[src/rtl/serial_arith_pkg.sv]
// Shared types and constants for the bit-serial arithmetic blocks.
package serial_arith_pkg;

   localparam int unsigned SA_WIDTH_DEF = 8;

   typedef enum logic [1:0] {
      IDLE = 2'd0,
      RUN  = 2'd1,
      DONE = 2'd2
   } sa_state_t;

endpackage

[src/rtl/full_adder_by1.sv]
// Combinational one-bit full-adder slice, reused every clock by the serial adder.
module full_adder_by1 (
   input  logic a,
   input  logic b,
   input  logic cin,
   output logic s,
   output logic cout
);

   // Sum and majority carry of the three input bits
   always_comb begin
      s    = a ^ b ^ cin;
      cout = (a & b) | (a & cin) | (b & cin);
   end

endmodule

[src/rtl/serial_full_adder.sv]
// Bit-serial WIDTH-bit adder, LSB first, one full-adder slice reused per clock.
// Optional macro SERIAL_ADD_OVERFLOW_EN adds the signed-overflow output ovf.
module serial_full_adder
   import serial_arith_pkg::*;
#(
   parameter int unsigned WIDTH = SA_WIDTH_DEF
) (
   input  logic             clk,
   input  logic             rst,
   input  logic             in_valid,
   output logic             in_ready,
   input  logic [WIDTH-1:0] a,
   input  logic [WIDTH-1:0] b,
   input  logic             cin,
   output logic             out_valid,
   input  logic             out_ready,
   output logic [WIDTH-1:0] sum,
   output logic             cout
`ifdef SERIAL_ADD_OVERFLOW_EN
   ,
   output logic             ovf
`endif
);

   localparam int unsigned     CNT_W    = (WIDTH > 1) ? $clog2(WIDTH) : 1;
   localparam logic [CNT_W-1:0] CNT_LAST = CNT_W'(WIDTH - 1);

   sa_state_t        r_state;
   sa_state_t        w_state_nxt;
   logic [WIDTH-1:0] r_a_sr;
   logic [WIDTH-1:0] r_b_sr;
   logic [WIDTH-1:0] r_sum_sr;
   logic             r_carry;
   logic             r_cout;
   logic [CNT_W-1:0] r_cnt;
   logic             w_s;
   logic             w_c;
   logic             w_accept;
   logic             w_release;
   logic             w_last;
`ifdef SERIAL_ADD_OVERFLOW_EN
   logic             r_ovf;
`endif

   assign w_accept  = in_valid & in_ready;
   assign w_release = out_valid & out_ready;
   assign w_last    = (r_cnt == CNT_LAST);

   full_adder_by1 u_slice (
      .a    (r_a_sr[0]),
      .b    (r_b_sr[0]),
      .cin  (r_carry),
      .s    (w_s),
      .cout (w_c)
   );

   // State register
   always_ff @(posedge clk) begin
      if (rst) begin
         r_state <= IDLE;
      end else begin
         r_state <= w_state_nxt;
      end
   end

   // Next-state decode
   always_comb begin
      w_state_nxt = r_state;
      unique case (r_state)
         IDLE:    if (w_accept)  w_state_nxt = RUN;
         RUN:     if (w_last)    w_state_nxt = DONE;
         DONE:    if (w_release) w_state_nxt = IDLE;
         default: w_state_nxt = IDLE;
      endcase
   end

   // Handshake outputs decoded from state
   always_comb begin
      in_ready  = (r_state == IDLE);
      out_valid = (r_state == DONE);
   end

   // Operand capture, serial add, sum shift and final carry/overflow capture
   always_ff @(posedge clk) begin
      if (rst) begin
         r_a_sr   <= '0;
         r_b_sr   <= '0;
         r_sum_sr <= '0;
         r_carry  <= 1'b0;
         r_cout   <= 1'b0;
         r_cnt    <= '0;
`ifdef SERIAL_ADD_OVERFLOW_EN
         r_ovf    <= 1'b0;
`endif
      end else begin
         unique case (r_state)
            IDLE: begin
               if (w_accept) begin
                  r_a_sr  <= a;
                  r_b_sr  <= b;
                  r_carry <= cin;
                  r_cnt   <= '0;
               end
            end
            RUN: begin
               r_sum_sr <= {w_s, r_sum_sr[WIDTH-1:1]};
               r_carry  <= w_c;
               r_a_sr   <= r_a_sr >> 1;
               r_b_sr   <= r_b_sr >> 1;
               if (w_last) begin
                  r_cout <= w_c;
`ifdef SERIAL_ADD_OVERFLOW_EN
                  // carry into MSB is the registered carry feeding this final slice
                  r_ovf  <= r_carry ^ w_c;
`endif
               end else begin
                  r_cnt <= r_cnt + 1'b1;
               end
            end
            default: ;
         endcase
      end
   end

   assign sum  = r_sum_sr;
   assign cout = r_cout;
`ifdef SERIAL_ADD_OVERFLOW_EN
   assign ovf  = r_ovf;
`endif

endmodule

[config.mk]
export PLATFORM = sky130hd
export DESIGN_NAME = serial_full_adder
export DESIGN_NICKNAME = d
export VERILOG_FILES = /design/src/rtl/serial_arith_pkg.sv /design/src/rtl/full_adder_by1.sv /design/src/rtl/serial_full_adder.sv
export SDC_FILE = /design/constraint.sdc
export NUM_CORES = 1
export LEC_CHECK = 0
export CORE_UTILIZATION = 42
export CTS_CLUSTER_DIAMETER = 30
export DETAILED_ROUTE_END_ITERATION = 8
export GPL_TIMING_DRIVEN = 0
export PLACE_DENSITY = 0.69
export REMOVE_ABC_BUFFERS = 1
export SYNTH_ARGS = -nofsm -noshare
export SYNTH_HDL_FRONTEND = slang
export SYNTH_SLANG_ARGS = --single-unit
export TNS_END_PERCENT = 1
[constraint.sdc]
create_clock -name clk -period 1.5 [get_ports clk]
set_input_delay 0.225 -clock clk [delete_from_list [all_inputs] [get_ports clk]]
set_output_delay 0.225 -clock clk [all_outputs]
set_load 0.005 [all_outputs]
======== Word level (Yosys, flattened, before mapping) ========
Index checks and enable logic that the tools add are counted.
cells by class
  $add $sub $neg .......................... 1
  equality and inequality tests ........... 7
  mux-type cells .......................... 13
  bitwise operators ....................... 9
  reductions and logical operators ........ 6
operators with widths
  kind                 count
  $pmux 8 s2           2
  $mux 8               2
  $mux 2               3
  $mux 3               2
  $pmux 2 s3           1
  $pmux 3 s2           1
  $reduce_and 3->1     2
  $and 1x1->1          5
  $ne 2x1->1 const B   2
  $ne 2x2->1 const B   2
  $reduce_and 2->1     2
  $add 3x1->3 const B  1
  $eq 3x3->1 const B   1
  $eq 2x1->1 const B   1
  $eq 2x2->1 const B   1
  $logic_not 2->1      1
  $or 1x1->1           2
  $pmux 1 s2           1
  $reduce_bool 2->1    1
  $xor 1x1->1          2
  $mux 1               1
storage, ports and cells
  bits in registers ....................... 31
  input bits .............................. 21
  output and inout port bits .............. 11
  logic and storage cells ................. 43

======== Longest topological paths before layout ========
Gate-level depths: netlist of run 1.
  depth in word-level cells ............... 4
  mapped depth ............................ 5
  mapped depth without buffers ............ 5

======== By module ========
From an unflattened synthesis of run 1, not the netlist that was laid out.
unflattened totals
  cell total of the unflattened synthesis .. 143
  area, all modules ....................... 1341.3 sq um
by module, submodules not included
  module             instances  cells each  area an instance (sq um)  sequential area each (sq um)
  serial_full_adder  1          142         1321.3                    620.6
  full_adder_by1     1          1           20.0                      0.0

======== Worst setup path after synthesis of run 1 ========
No wires, ideal clock.
  path kind ............................... reg-to-reg
  start ................................... register r_cnt[0]
  end ..................................... register r_cnt[1]
  setup time .............................. 0.127 ns
  arrival ................................. 1.122 ns
  data required time ...................... 1.373 ns
  setup slack ............................. 0.251 ns
  stages on the path, launching flop included .. 6
  buffers on the path ..................... 0
  period minus slack after synthesis ...... 1.249 ns
  cell sequence ........................... dfxtp_1 > ha_1 > ha_1 > nand2b_1 > a21oi_1 > o21ai_0
between the ends
  cells in the longest elaborated chain, start to end .. 3
  elaborated cells on any way between the ends .. 6
  classes of those cells .................. add/sub (1); eq/ne (2); mux (2); reduce/logical (1)
ends and longest elaborated chain
  what                                                   RTL line                                           source
  start: declaration                                     serial_full_adder.sv:35                            logic [CNT_W-1:0] r_cnt;
  start signal: assignment                               serial_full_adder.sv:117                           r_cnt <= r_cnt + 1'b1;
  $add 3x1->3 / $eq 3x3->1 (equally long branches)       serial_full_adder.sv:117, serial_full_adder.sv:47
  $mux 3 / $ne 2x2->1 (equally long branches)            -
  $pmux 3 s2 / $reduce_and 3->1 (equally long branches)  -
Several ways; a longest one is shown, not always the timed one. The select of a mux whose other input is x is not followed.
A chain may end at the register's enable or synchronous reset.

==> summary by stage, run 1 <==
Yosys
The commonest cells after synthesis are sky130_fd_sc_hd__dfxtp_1 (31), sky130_fd_sc_hd__nand2_1 (20), sky130_fd_sc_hd__nor2_1 (18). For this run, asynchronously set or reset flops after synthesis account for 0. For this run, the register share of the synthesized area comes to 0.4468.

For this run, the leading register cell type out of synthesis is sky130_fd_sc_hd__dfxtp_1. By instance count, the leading cell after synthesis is sky130_fd_sc_hd__dfxtp_1. The synthesized design contains 0 enable-type register cells.

The cell count after synthesis is 143. The post-synthesis cell type with the largest combined area is sky130_fd_sc_hd__dfxtp_1. After synthesis the netlist holds a flip-flop and latch count of 31.

Yosys printed 0 warnings. Sorting the synthesized cells by area gives the leading types as sky130_fd_sc_hd__dfxtp_1 (45%), sky130_fd_sc_hd__mux2i_1 (11%), sky130_fd_sc_hd__a211oi_2 (9.0%). The mean post-synth cell area is 9.712 um^2. Of the post-synthesis cell area, the dominant cell type holds 0.4468.

The post-synth design cell area is 1389 um^2. The number of distinct library cells after synthesis is 27.

Power
Summed over all cells, the static leakage comes to 0.6984 nW. The part of the total power dissipated in combinational logic is 0.150. The cell internal power dissipation is 1.415 mW.

Of the total power, the share spent switching nets is 0.2416. The share of total power dissipated in sequential elements is 0.486. The share of total power dissipated in the clock network is 0.365.

The analysis attributes to net switching a power of 0.4506 mW. Across the VDD grid, the largest voltage drop is 0.0007609 V. The power density of the placed cells is 1013 nW/um^2. The total power is 1.865 mW.

Cells and area
The final-layout fill cell count is 292. In the final layout, the share of cells above drive strength 1 is 0.1751. Compared with the post-synthesis result, the final layout area differs by 32.52%. After routing the design area is 1841 um^2. The net count reported at finish is 200.

The number of diodes is 0.

Floorplanning
In this run the standard cell core region covers 3103 um^2. The die span in y is 59.51 um. The floorplan has 20 rows. The horizontal die dimension is 59.51 um. Pin placement for this block handled 32 I/O pins. The starting density of the core is 0.4476.

The floorplan die area is 3541 um^2.

GRT
The total overflow left after global routing is 0. The number of global-route vias before repair is 1026. Entering global routing, the biggest net connects 33 pins.

Across every metal layer, demand over resource in global routing totals 0.1618. The first-pass GRT wire length is 4188 um. The initial antenna violation count came to 0.

Hold path
The startpoint of the tightest hold check path is sum[0]. The cell depth of the worst hold path is 2. The class of the worst hold path is reg -> reg. The path with the worst hold slack has its endpoint at sum[0].

Timing
For the pin with the worst max-slew slack, the measured transition is 1.344 ns. The post-route worst hold slack is 0.4615 ns. On the final layout, the worst clock skew is 0.008849 ns. Dividing the final minimum period by the clock period gives 0.9897. For the finished layout, the period the worst path requires is 1.485 ns. The maximum clock frequency is 0.6736 GHz. Setup repair after global routing could not meet its margin everywhere. Setup violations remaining at the end of the flow were counted as 0. The number of hold violations in the final report came to 0. Summed over all failing endpoints, the final setup total negative slack is 0 ns. The relative slew slack is 0.1039. The final number of max-transition violations was 0.

Detailed routing
The mean number of vias per cell is 5.005. In the final routed layout, each cell accounts on average for 11.57 um. The total routed wirelength is 2556 um. For this block, the via count after detailed routing is 1106. The count of nets left with antenna violations after detail routing is 0. The number of iterations in the first detailed-routing pass is 4. The iteration-0 DRC count of the detailed router is 36. The number of remaining DRC errors is 0.

Run status
The flow ran to the end, and the final reports show no timing, DRC or antenna violations.

Critical path
The beginning of the worst register-to-register path is r_cnt[0]. Counting cells, the worst reg-to-reg path comes to 5. The category of the critical setup timing path is in -> reg. The endpoint identified for the worst register-to-register timing path is r_cnt[2]. The setup slack of the most critical reg-to-reg path is 0.15 ns. The required time at the worst-slack endpoint is 1.67 ns. In this run the worst setup path begins at rst.

Data arrives at the worst endpoint at 1.66 ns. The kind of start point of the critical path is an input pin. In this run the worst path has a maximum fanout of 32. The nature of the critical path endpoint is a flip-flop.

Clock tree
The number of sinks handled by clock tree synthesis is 31. The deepest level of the CTS H-tree is 2. Counting the buffers created by CTS gives 5. The buffer cell driving the clock tree root is sky130_fd_sc_hd__clkbuf_4. The clock-pin slew on the worst setup and hold paths is 0.09 ns.

Counting along the longest clock path gives a buffer depth of 2. TritonCTS built the clock tree. For the worst-skew pair, the clock arrives at the later sink with an insertion delay of 0.33 ns.

Placed design
The final RePlAce weighted congestion is 0.7128. During placement, the flow inserted port buffers numbering 31. The total cell area at the placement stage is 1683 um^2. Summed over all nets, the half-perimeter wirelength after detailed placement is 1674 um.

Job
The total of max-cap violations is 0.
-- layout make-up --
type | count | area (um^2) | area share
clock buffers | 6 | 51.30 | 0.02787
well taps | 44 | 55.05 | 0.02991
inverters | 1 | 3.754 | 0.002039
flip-flops and latches | 31 | 629.4 | 0.3419
multi-input cells | 101 | 713.2 | 0.3875
repair buffers | 36 | 352.8 | 0.1917
clock inverters | 2 | 35.03 | 0.01903
-- what timing repair did --
| action | in CTS | in global routing |
|---|---|---|
| gates resized for setup | 4 | 9 |
| endpoints found under the hold margin | 0 | 0 |
| setup buffers | 0 | 5 |
| endpoints found under the setup margin | 33 | 31 |
| hold buffers | 0 | 0 |
-- cell usage in the layout (no fill, tap or decap), types with 2 or more instances in the layout --
cell / n
sky130_fd_sc_hd__a32oi_1: 2
sky130_fd_sc_hd__a21oi_1: 10
sky130_fd_sc_hd__dlymetal6s2s_1: 2
sky130_fd_sc_hd__dfxtp_1: 28
sky130_fd_sc_hd__clkdlybuf4s50_1: 28
sky130_fd_sc_hd__nor2b_1: 2
sky130_fd_sc_hd__buf_4: 3
sky130_fd_sc_hd__ha_1: 2
sky130_fd_sc_hd__nor2_1: 17
sky130_fd_sc_hd__mux2i_1: 15
sky130_fd_sc_hd__dfxtp_4: 2
sky130_fd_sc_hd__o21ai_0: 2
sky130_fd_sc_hd__a211oi_1: 5
sky130_fd_sc_hd__clkbuf_4: 5
sky130_fd_sc_hd__nand2_1: 20
sky130_fd_sc_hd__nand2b_1: 5
sky130_fd_sc_hd__a211oi_2: 10
-- routing by layer --
| metal | wire length, um | track usage |
|---|---|---|
| met2 | 1248 | 0.2809 |
| met4 | 42 | 0.05980 |
| met1 | 1134 | 0.1723 |
| met5 | 0 | 0 |
| met3 | 130 | 0.07205 |
-- power groups by stage --
stage                     combinational [mW]  clock, mW  sequential (mW)
after floorplan                        0.149          0            0.930
after global placement                 0.244          0            0.938
after detailed placement               0.251          0            0.942
after CTS                              0.250      0.694            0.922
after global routing                   0.308      0.736            0.914
final                                  0.279      0.680            0.906
-- registers in the layout (all words and copies together) (netlist names) --
| signal | cells |
|---|---|
| r_a_sr | 8 |
| r_b_sr | 8 |
| sum | 8 |
| r_cnt | 3 |
| r_state | 2 |
| cout | 1 |
| r_carry | 1 |
-- worst max-delay path, cell delays in order --
cell	delay (ns)
sky130_fd_sc_hd__dlygate4sd2_1	1.10
sky130_fd_sc_hd__nor4b_2	0.14
sky130_fd_sc_hd__nand2_1	0.12
sky130_fd_sc_hd__o31ai_1	0.06
-- worst max path at each step --
stage,end,slack [ns],cells after the start
2_1_floorplan,r_a_sr[1],-0.35,3
6_report,r_cnt[0],0.02,4
5_1_grt,r_cnt[0],-0.10,4
3_3_place_gp,r_b_sr[0],-0.67,3
4_1_cts,in_ready,-0.31,2
3_5_place_dp,r_a_sr[4],-0.75,3
-- cells by family after synthesis --
| logic type | share of synthesized area |
|---|---|
| buffers and inverters | 0.05405 |
| adder cells (fa/ha/maj) | 0.03243 |
| AND/OR/NAND/NOR | 0.1640 |
| flip-flops | 0.4469 |
| multiplexers | 0.1081 |
| AO/OA/AOI/OAI | 0.1946 |
-- through the flow --
| step | cells | setup WS (ns) | utilization |
|---|---|---|---|
| finish | 221 | 0.01541 | 0.5931 |
| global route | 221 | -0.1037 | 0.5931 |
| CTS | 216 | -0.3060 | 0.5714 |
| detailed placement | 208 | -0.7469 | 0.5423 |
| global placement | 208 | -0.6689 | 0.5423 |
| floorplan | 133 | -0.3522 | - |
No activity file was read; power rests on OpenSTA's default activity.
==> run 2, diff against run 1 <==
--- a/config.mk
+++ b/config.mk
@@ -5,6 +5,7 @@
 export SDC_FILE = /design/constraint.sdc
 export NUM_CORES = 1
 export LEC_CHECK = 0
+export CAP_MARGIN = 10
 export CORE_UTILIZATION = 42
 export CTS_CLUSTER_DIAMETER = 30
 export DETAILED_ROUTE_END_ITERATION = 8
==> constraint.sdc (replaced) <==
create_clock -name clk -period 1.5 [get_ports clk]
set_input_delay 0.3 -clock clk [delete_from_list [all_inputs] [get_ports clk]]
set_output_delay 0.3 -clock clk [all_outputs]
set_load 0.005 [all_outputs]
==> summary by stage, run 2 (synthesis results as in run 1) <==
Power
The switching power summed over all nets is 0.4546 mW. The clock share of power is 0.363. The share of total power dissipated in sequential elements is 0.481. The part of the total power dissipated in combinational logic is 0.156. The cell internal power dissipation is 1.420 mW. The net switching fraction of the power is 0.2424. The power density of the placed cells is 995.0 nW/um^2.

For this design the static power due to leakage is 0.8424 nW. IR analysis of the VDD net gives a maximum drop of 0.0007535 V.

Timing
The relative slew slack is 0.6162. The worst clock skew on the final layout is 0.005521 ns. The final number of max-transition violations is 0. The number of hold violations in the final report is 0.

The setup slack of the critical path after layout is 0.04065 ns. Setup repair after global routing could not meet its margin everywhere. At the pin with the least slew margin, the transition time is 0.5745 ns. The post-route minimum period is 1.459 ns.

The part of the cycle the worst path needs is 0.9729. The number of endpoints failing setup at the final stage is 0. The maximum clock frequency is 0.6852 GHz.

Run status
The run finished with clean final reports.

Placed design
The worst slack after detailed placement is -0.7523 ns. The number of port buffers is 31. In this run, placement finished with an instance count of 208.

Routability-driven placement finished with a final weighted congestion of 0.7128. The half-perimeter wire length after placement is 1674 um.

Detailed routing
The count of nets left with antenna violations after detail routing is 0. The routed layout has 1095 vias. The first routing iteration left 52 violations. In the routed layout, each cell is associated on average with a via count of 4.932.

The number of iterations in the first detailed-routing pass is 4. The total routed wirelength is 2616 um. The routed length per placed instance is 11.78 um. The number of remaining DRC errors is 0.

Floorplanning
From left edge to right edge, the die measures 59.51 um. From bottom edge to top edge, the die measures 59.51 um. The row count is 20. For this configuration, the core starts out at a cell density of 0.4476.

The core outline area is 3103 um^2. The die covers 3541 um^2. The I/O pin count is 32.

Critical path
Measured in cells, the most critical reg-to-reg path has a length of 4. The signal on the critical path passes through clkdlybuf4s50_1. The kind of start point of the critical path is a flip-flop.

In this design, the stage delay of the slowest critical-path cell is 0.49 ns. The largest individual stage delay along the critical path comes from the cell sky130_fd_sc_hd__clkdlybuf4s50_1. In this run the number of cells on the critical path is 1. The total buffers and inverters traversed by the critical path is 1.

Along the worst path, the maximum fanout reaches 3. The reg-to-reg critical path endpoint is r_b_sr[0]. Broken down by cell family, the worst path's largest delay share belongs to buffers and inverters.

The category of the critical setup timing path is reg -> out. STA puts the critical path data required time at 1.20 ns. In this run the register-to-register setup slack is 0.10 ns. The worst register-to-register path begins at r_state[1].

The endpoint arrival time on the critical path is 1.16 ns. The nature of the critical path endpoint is a primary output.

GRT
The pin count of the biggest net entering global routing is 33. The number of global-route vias before repair is 1067. The initial antenna violation count is 0. The total grt overflow is 0. The aggregate global-route resource usage is 0.1750. The first-pass GRT wire length is 4526 um.

Clock tree
The deepest level of the CTS H-tree is 2. The clock reaches the later pin of the worst-skew pair after 0.33 ns. The clock drives 31 sinks.

The CTS tree is done. TritonCTS created 5 clock buffers. After clock tree synthesis, the flow added hold-fix buffers numbering 0. The clock-pin slew on the worst setup and hold paths is 0.09 ns. The number of buffers between clock root and the deepest sink is 2. Clock tree synthesis selected as its root buffer the cell sky130_fd_sc_hd__clkbuf_4.

Hold path
The class of the worst hold path is reg -> reg. The worst hold path terminates at sum[0]. The startpoint of the tightest hold check path is sum[0].

Along the worst hold path, the cell count comes to 2.

Cells and area
Relative to the synthesized area, the layout overhead comes to 35.68%. The repair_antennas step left the layout with diodes totalling 0. The fraction of layout cells with a size suffix above 1 is 0.2191. The final-layout fill cell count is 282. The final cell utilization of the core is 0.6073.

Excluding fillers, the count of instances in the completed layout stands at 222. The net count of the finished layout is 201. Leaving out fill and tap cells, the most frequent cell in the layout is sky130_fd_sc_hd__dfxtp_1.

In the layout the commonest cells are sky130_fd_sc_hd__dfxtp_1 (21), sky130_fd_sc_hd__nand2_1 (20), sky130_fd_sc_hd__clkdlybuf4s50_1 (20), sky130_fd_sc_hd__nor2_1 (17), sky130_fd_sc_hd__mux2i_1 (15).

Job
The tool flagged a number of max-cap violations equal to 0.
[run 2: layout make-up]
class	instances	area (um^2)	area share
tap	44	55.05	0.02922
multi-input combinational	101	708.2	0.3758
inverter	1	3.754	0.001992
timing repair buffer	37	392.9	0.2085
clock buffer	6	51.30	0.02722
clock inverter	2	35.03	0.01859
sequential	31	638.1	0.3386
[run 2: worst register-to-register path: cells and delay by family, from the launching register on]
family                 cells  cell delay (ns)
and+or+nand+nor            1             0.12
AOI/OAI and AO/OA          2             0.69
buffers and inverters      1             0.16
DFF                        1             0.37
[run 2: per-layer routing]
layer / up-vias / global-route usage / part of all wire
met4: 0 / 0.05980 / 0.018
met3: 7 / 0.07205 / 0.055
li1: 562 / - / -
met5: - / 0 / 0
met2: 27 / 0.2970 / 0.48
met1: 499 / 0.1978 / 0.44
[run 2: per-stage QoR]
step                      hold WS [ns]  TNS [ns]  cell area [um^2]  power [mW]
after detailed placement        0.4501    -20.41              1683       1.193
after floorplan                 0.3646    -6.126              1318       1.079
after global placement          0.4471    -18.77              1683       1.182
after global routing            0.4940  -0.01944              1884       1.968
final                           0.4533         0              1884       1.875
after CTS                       0.4623   -0.1669              1833       1.884
[run 2: worst max path at each step]
stage | from | end | slack (ns)
after global routing | sum[6] | sum[6] | -0.02
after global placement | rst | r_cnt[0] | -0.71
after CTS | rst | r_cnt[0] | -0.07
final | sum[6] | sum[6] | 0.04
after detailed placement | rst | r_cnt[2] | -0.75
after floorplan | r_state[0] | r_a_sr[1] | -0.35
[run 2: timing repair]
action / in CTS / in global routing
setup endpoints to repair: 39 / 11
hold endpoints to repair: 0 / 0
buffers inserted: 5 / 0
gates resized for setup: 16 / 11
pin swaps: 0 / 0
[run 2: power by group through the flow]
stage          Sequential, mW  Clock, mW  Combinational, mW
2_1_floorplan           0.930          0              0.149
3_3_place_gp            0.938          0              0.244
3_5_place_dp            0.942          0              0.251
4_1_cts                 0.903      0.694              0.286
5_1_grt                 0.909      0.736              0.323
6_report                0.902      0.681              0.292
==> run 3, diff against run 2 <==
--- a/config.mk
+++ b/config.mk
@@ -6,12 +6,13 @@
 export NUM_CORES = 1
 export LEC_CHECK = 0
 export CAP_MARGIN = 10
-export CORE_UTILIZATION = 42
+export CORE_UTILIZATION = 45
 export CTS_CLUSTER_DIAMETER = 30
 export DETAILED_ROUTE_END_ITERATION = 8
 export GPL_TIMING_DRIVEN = 0
-export PLACE_DENSITY = 0.69
+export PLACE_DENSITY = 0.73
 export REMOVE_ABC_BUFFERS = 1
+export SETUP_SLACK_MARGIN = 0.2
 export SYNTH_ARGS = -nofsm -noshare
 export SYNTH_HDL_FRONTEND = slang
 export SYNTH_SLANG_ARGS = --single-unit
==> constraint.sdc (replaced) <==
create_clock -name clk -period 1.4 [get_ports clk]
set_input_delay 0.28 -clock clk [delete_from_list [all_inputs] [get_ports clk]]
set_output_delay 0.28 -clock clk [all_outputs]
set_load 0.005 [all_outputs]
==> summary by stage, run 3 (synthesis results as in run 1) <==
Cells and area
The fraction of layout cells with a size suffix above 1 is 0.3441. The count of cells in the finished layout, fillers not included, comes to 217. The net count reported at finish is 209. 0 antenna diodes ended up in the layout. Compared with the post-synthesis result, the final layout area differs by 38.47%. The top cell types in the final layout, fill and taps aside, are sky130_fd_sc_hd__nand2_1 (20), sky130_fd_sc_hd__dfxtp_1 (20), sky130_fd_sc_hd__clkdlybuf4s50_1 (18), sky130_fd_sc_hd__mux2i_1 (15), sky130_fd_sc_hd__buf_4 (11).

Placed design
The HPWL after detailed placement is 1660 um. Prior to clock tree synthesis, the placed netlist has a worst setup slack of -0.8159 ns. The final RePlAce weighted congestion is 0.6894. Buffers placed on the I/O ports in this run total 31. Including well taps, the total number of placed cells is 195.

Detailed routing
In this run, the number of DRC markers left after iteration 0 of detailed routing was 20. Dividing the detail-routed wire length by the instance count gives 13.48 um. The number of remaining DRC errors is 1. The number of iterations in the first detailed-routing pass is 6. Dividing the detail-routed via count by the number of cells gives 5.461. The overall via count from detail_route is 1185. The count of nets left with antenna violations after detail routing is 0. Wires add up to 2925 um.

Timing
The final number of max-transition violations is 0. The part of the cycle the worst path needs is 0.9385. The post-route worst hold slack is 0.4639 ns. The transition time of the tightest slew-check pin is 0.7858 ns. Counting I/O delays and the setup requirement, the final critical path takes 1.314 ns. The setup slack of the critical path after layout is 0.08609 ns. Setup violations remaining at the end of the flow were counted as 0. The worst clock skew on the final layout is 0.004685 ns. Headroom to the max-slew limit came out at 0.4761. Timing would allow up to 0.7611 GHz. The number of hold violations in the final report is 0. Setup repair after global routing could not meet its margin everywhere.

Critical path
In this design, the largest share of critical-path delay is due to flip-flops. The required time at the worst-slack endpoint is 1.12 ns. Walking the worst path, the cells encountered are nor2b_4, buf_2. The critical path runs through a total of 2 cells. The reg-to-reg critical path endpoint is r_state[0]. The category of the critical setup timing path is reg -> out. The worst setup path is captured at a primary output.

The worst setup path is launched from a flip-flop. The beginning of the worst register-to-register path is r_cnt[0]. The library cell contributing the largest single delay on the critical path is sky130_fd_sc_hd__dfxtp_4. For this run, the slowest stage of the critical path takes 0.42 ns. The setup slack of the most critical reg-to-reg path is 0.11 ns. The endpoint arrival time on the critical path is 1.03 ns.

Of all nets on the critical path, the largest fanout is 7. The number of cells on the worst reg-to-reg path is 5. Together, buffers and inverters on the worst path number 1.

Power
The design draws 1.803 mW. The net switching fraction of the power is 0.2816. The clock share of power is 0.275. Of the total power, registers draw 0.540. In this run the power spent charging and discharging nets is 0.5077 mW.

The part of the total power dissipated in combinational logic is 0.185. For this design the ratio of total power to cell area is 937.7 nW/um^2. The static power due to leakage is 0.7236 nW. The cell internal power dissipation is 1.296 mW. The worst-case IR drop observed on VDD is 0.0006693 V.

Hold path
The cell depth of the worst hold path is 2. In this run the most critical hold path is launched from sum[0]. The path class of the tightest hold or removal check is reg -> reg. The worst hold path terminates at sum[0].

Floorplanning
The die span in y is 57.56 um. The initialized floorplan defines 19 standard-cell rows. The horizontal die dimension is 57.56 um. The floorplan die area is 3313 um^2. The initial utilization of the core area, before any placement, comes to 0.4909. The core outline area is 2829 um^2. 32 I/O pins were placed.

GRT
Entering global routing, the biggest net connects 33 pins. The initial antenna violation count is 0. The first-pass GRT wire length is 4678 um. The number of global-route vias before repair is 1100. The total grt overflow is 0. The aggregate global-route resource usage is 0.1865.

Clock tree
The TritonCTS buffer count is 5. The H-tree was split into 2 levels. The number of buffers between clock root and the deepest sink is 2. Clock-pin slew was measured on the worst setup and hold paths at 0.10 ns. The CTS tree is done.

CTS placed an instance of sky130_fd_sc_hd__clkbuf_4 at the clock tree root. Counting every sink on the clock net gives 31. The worst-skew pair later-pin latency is 0.33 ns. Hold repair after CTS inserted 0 buffers.

Job
The total of max-cap violations is 0.

Run status
The checks that failed: design-rule violations. The run finished, with violations left.
run 3: worst max path at each step:
stage	to	start	slack (ns)
finish	out_valid	r_state[1]	0.09
global route	out_valid	r_state[1]	0.04
CTS	r_cnt[2]	r_cnt[0]	0.05
detailed placement	r_a_sr[5]	r_state[0]	-0.82
global placement	r_cnt[0]	rst	-0.80
floorplan	r_a_sr[1]	r_state[0]	-0.45
run 3: routing by layer:
layer / global-route usage / vias up / wire (um)
li1: - / 581 / -
met1: 0.2091 / 574 / 1263
met2: 0.3306 / 24 / 1495
met3: 0.06122 / 6 / 132
met4: 0.06272 / 0 / 33
met5: 0 / - / 0
run 3: final cells by class:
cell class              instances  area, um^2
clock buffers                   5       37.54
repair buffers                 44       404.1
flip-flops and latches         31       639.4
inverters                       1       3.754
multi-input cells             102       784.5
fillers                       245       905.9
clock inverters                 3       15.01
well taps                      31       38.79
run 3: timing repair:
item | 4_1_cts | 5_1_grt
setup endpoints to repair | 42 | 34
pin swaps | 12 | 1
resized for setup | 61 | 6
gates cloned | 0 | 1
buffers inserted | 13 | 0
run 3: tightest hold or removal path: stages, from the launching register on:
cell and delay, ns:
sky130_fd_sc_hd__dfxtp_2 0.33, sky130_fd_sc_hd__nand2_1 0.05, sky130_fd_sc_hd__a21oi_1 0.05
run 3: per-stage QoR:
| step | setup TNS [ns] | instance area [um^2] | utilization |
|---|---|---|---|
| floorplan | -8.831 | 1318 | - |
| global placement | -21.83 | 1667 | 0.5891 |
| detailed placement | -22.68 | 1667 | 0.5891 |
| CTS | 0 | 1889 | 0.6678 |
| global route | 0 | 1923 | 0.6798 |
| finish | 0 | 1923 | 0.6798 |
run 3: power by group through the flow:
stage               clock network [mW]  registers (mW)  logic, mW
finish                           0.496           0.975      0.333
global route                     0.543           0.981      0.365
CTS                              0.504           0.974      0.323
detailed placement                   0            1.01      0.270
global placement                     0            1.00      0.262
floorplan                            0           0.996      0.160
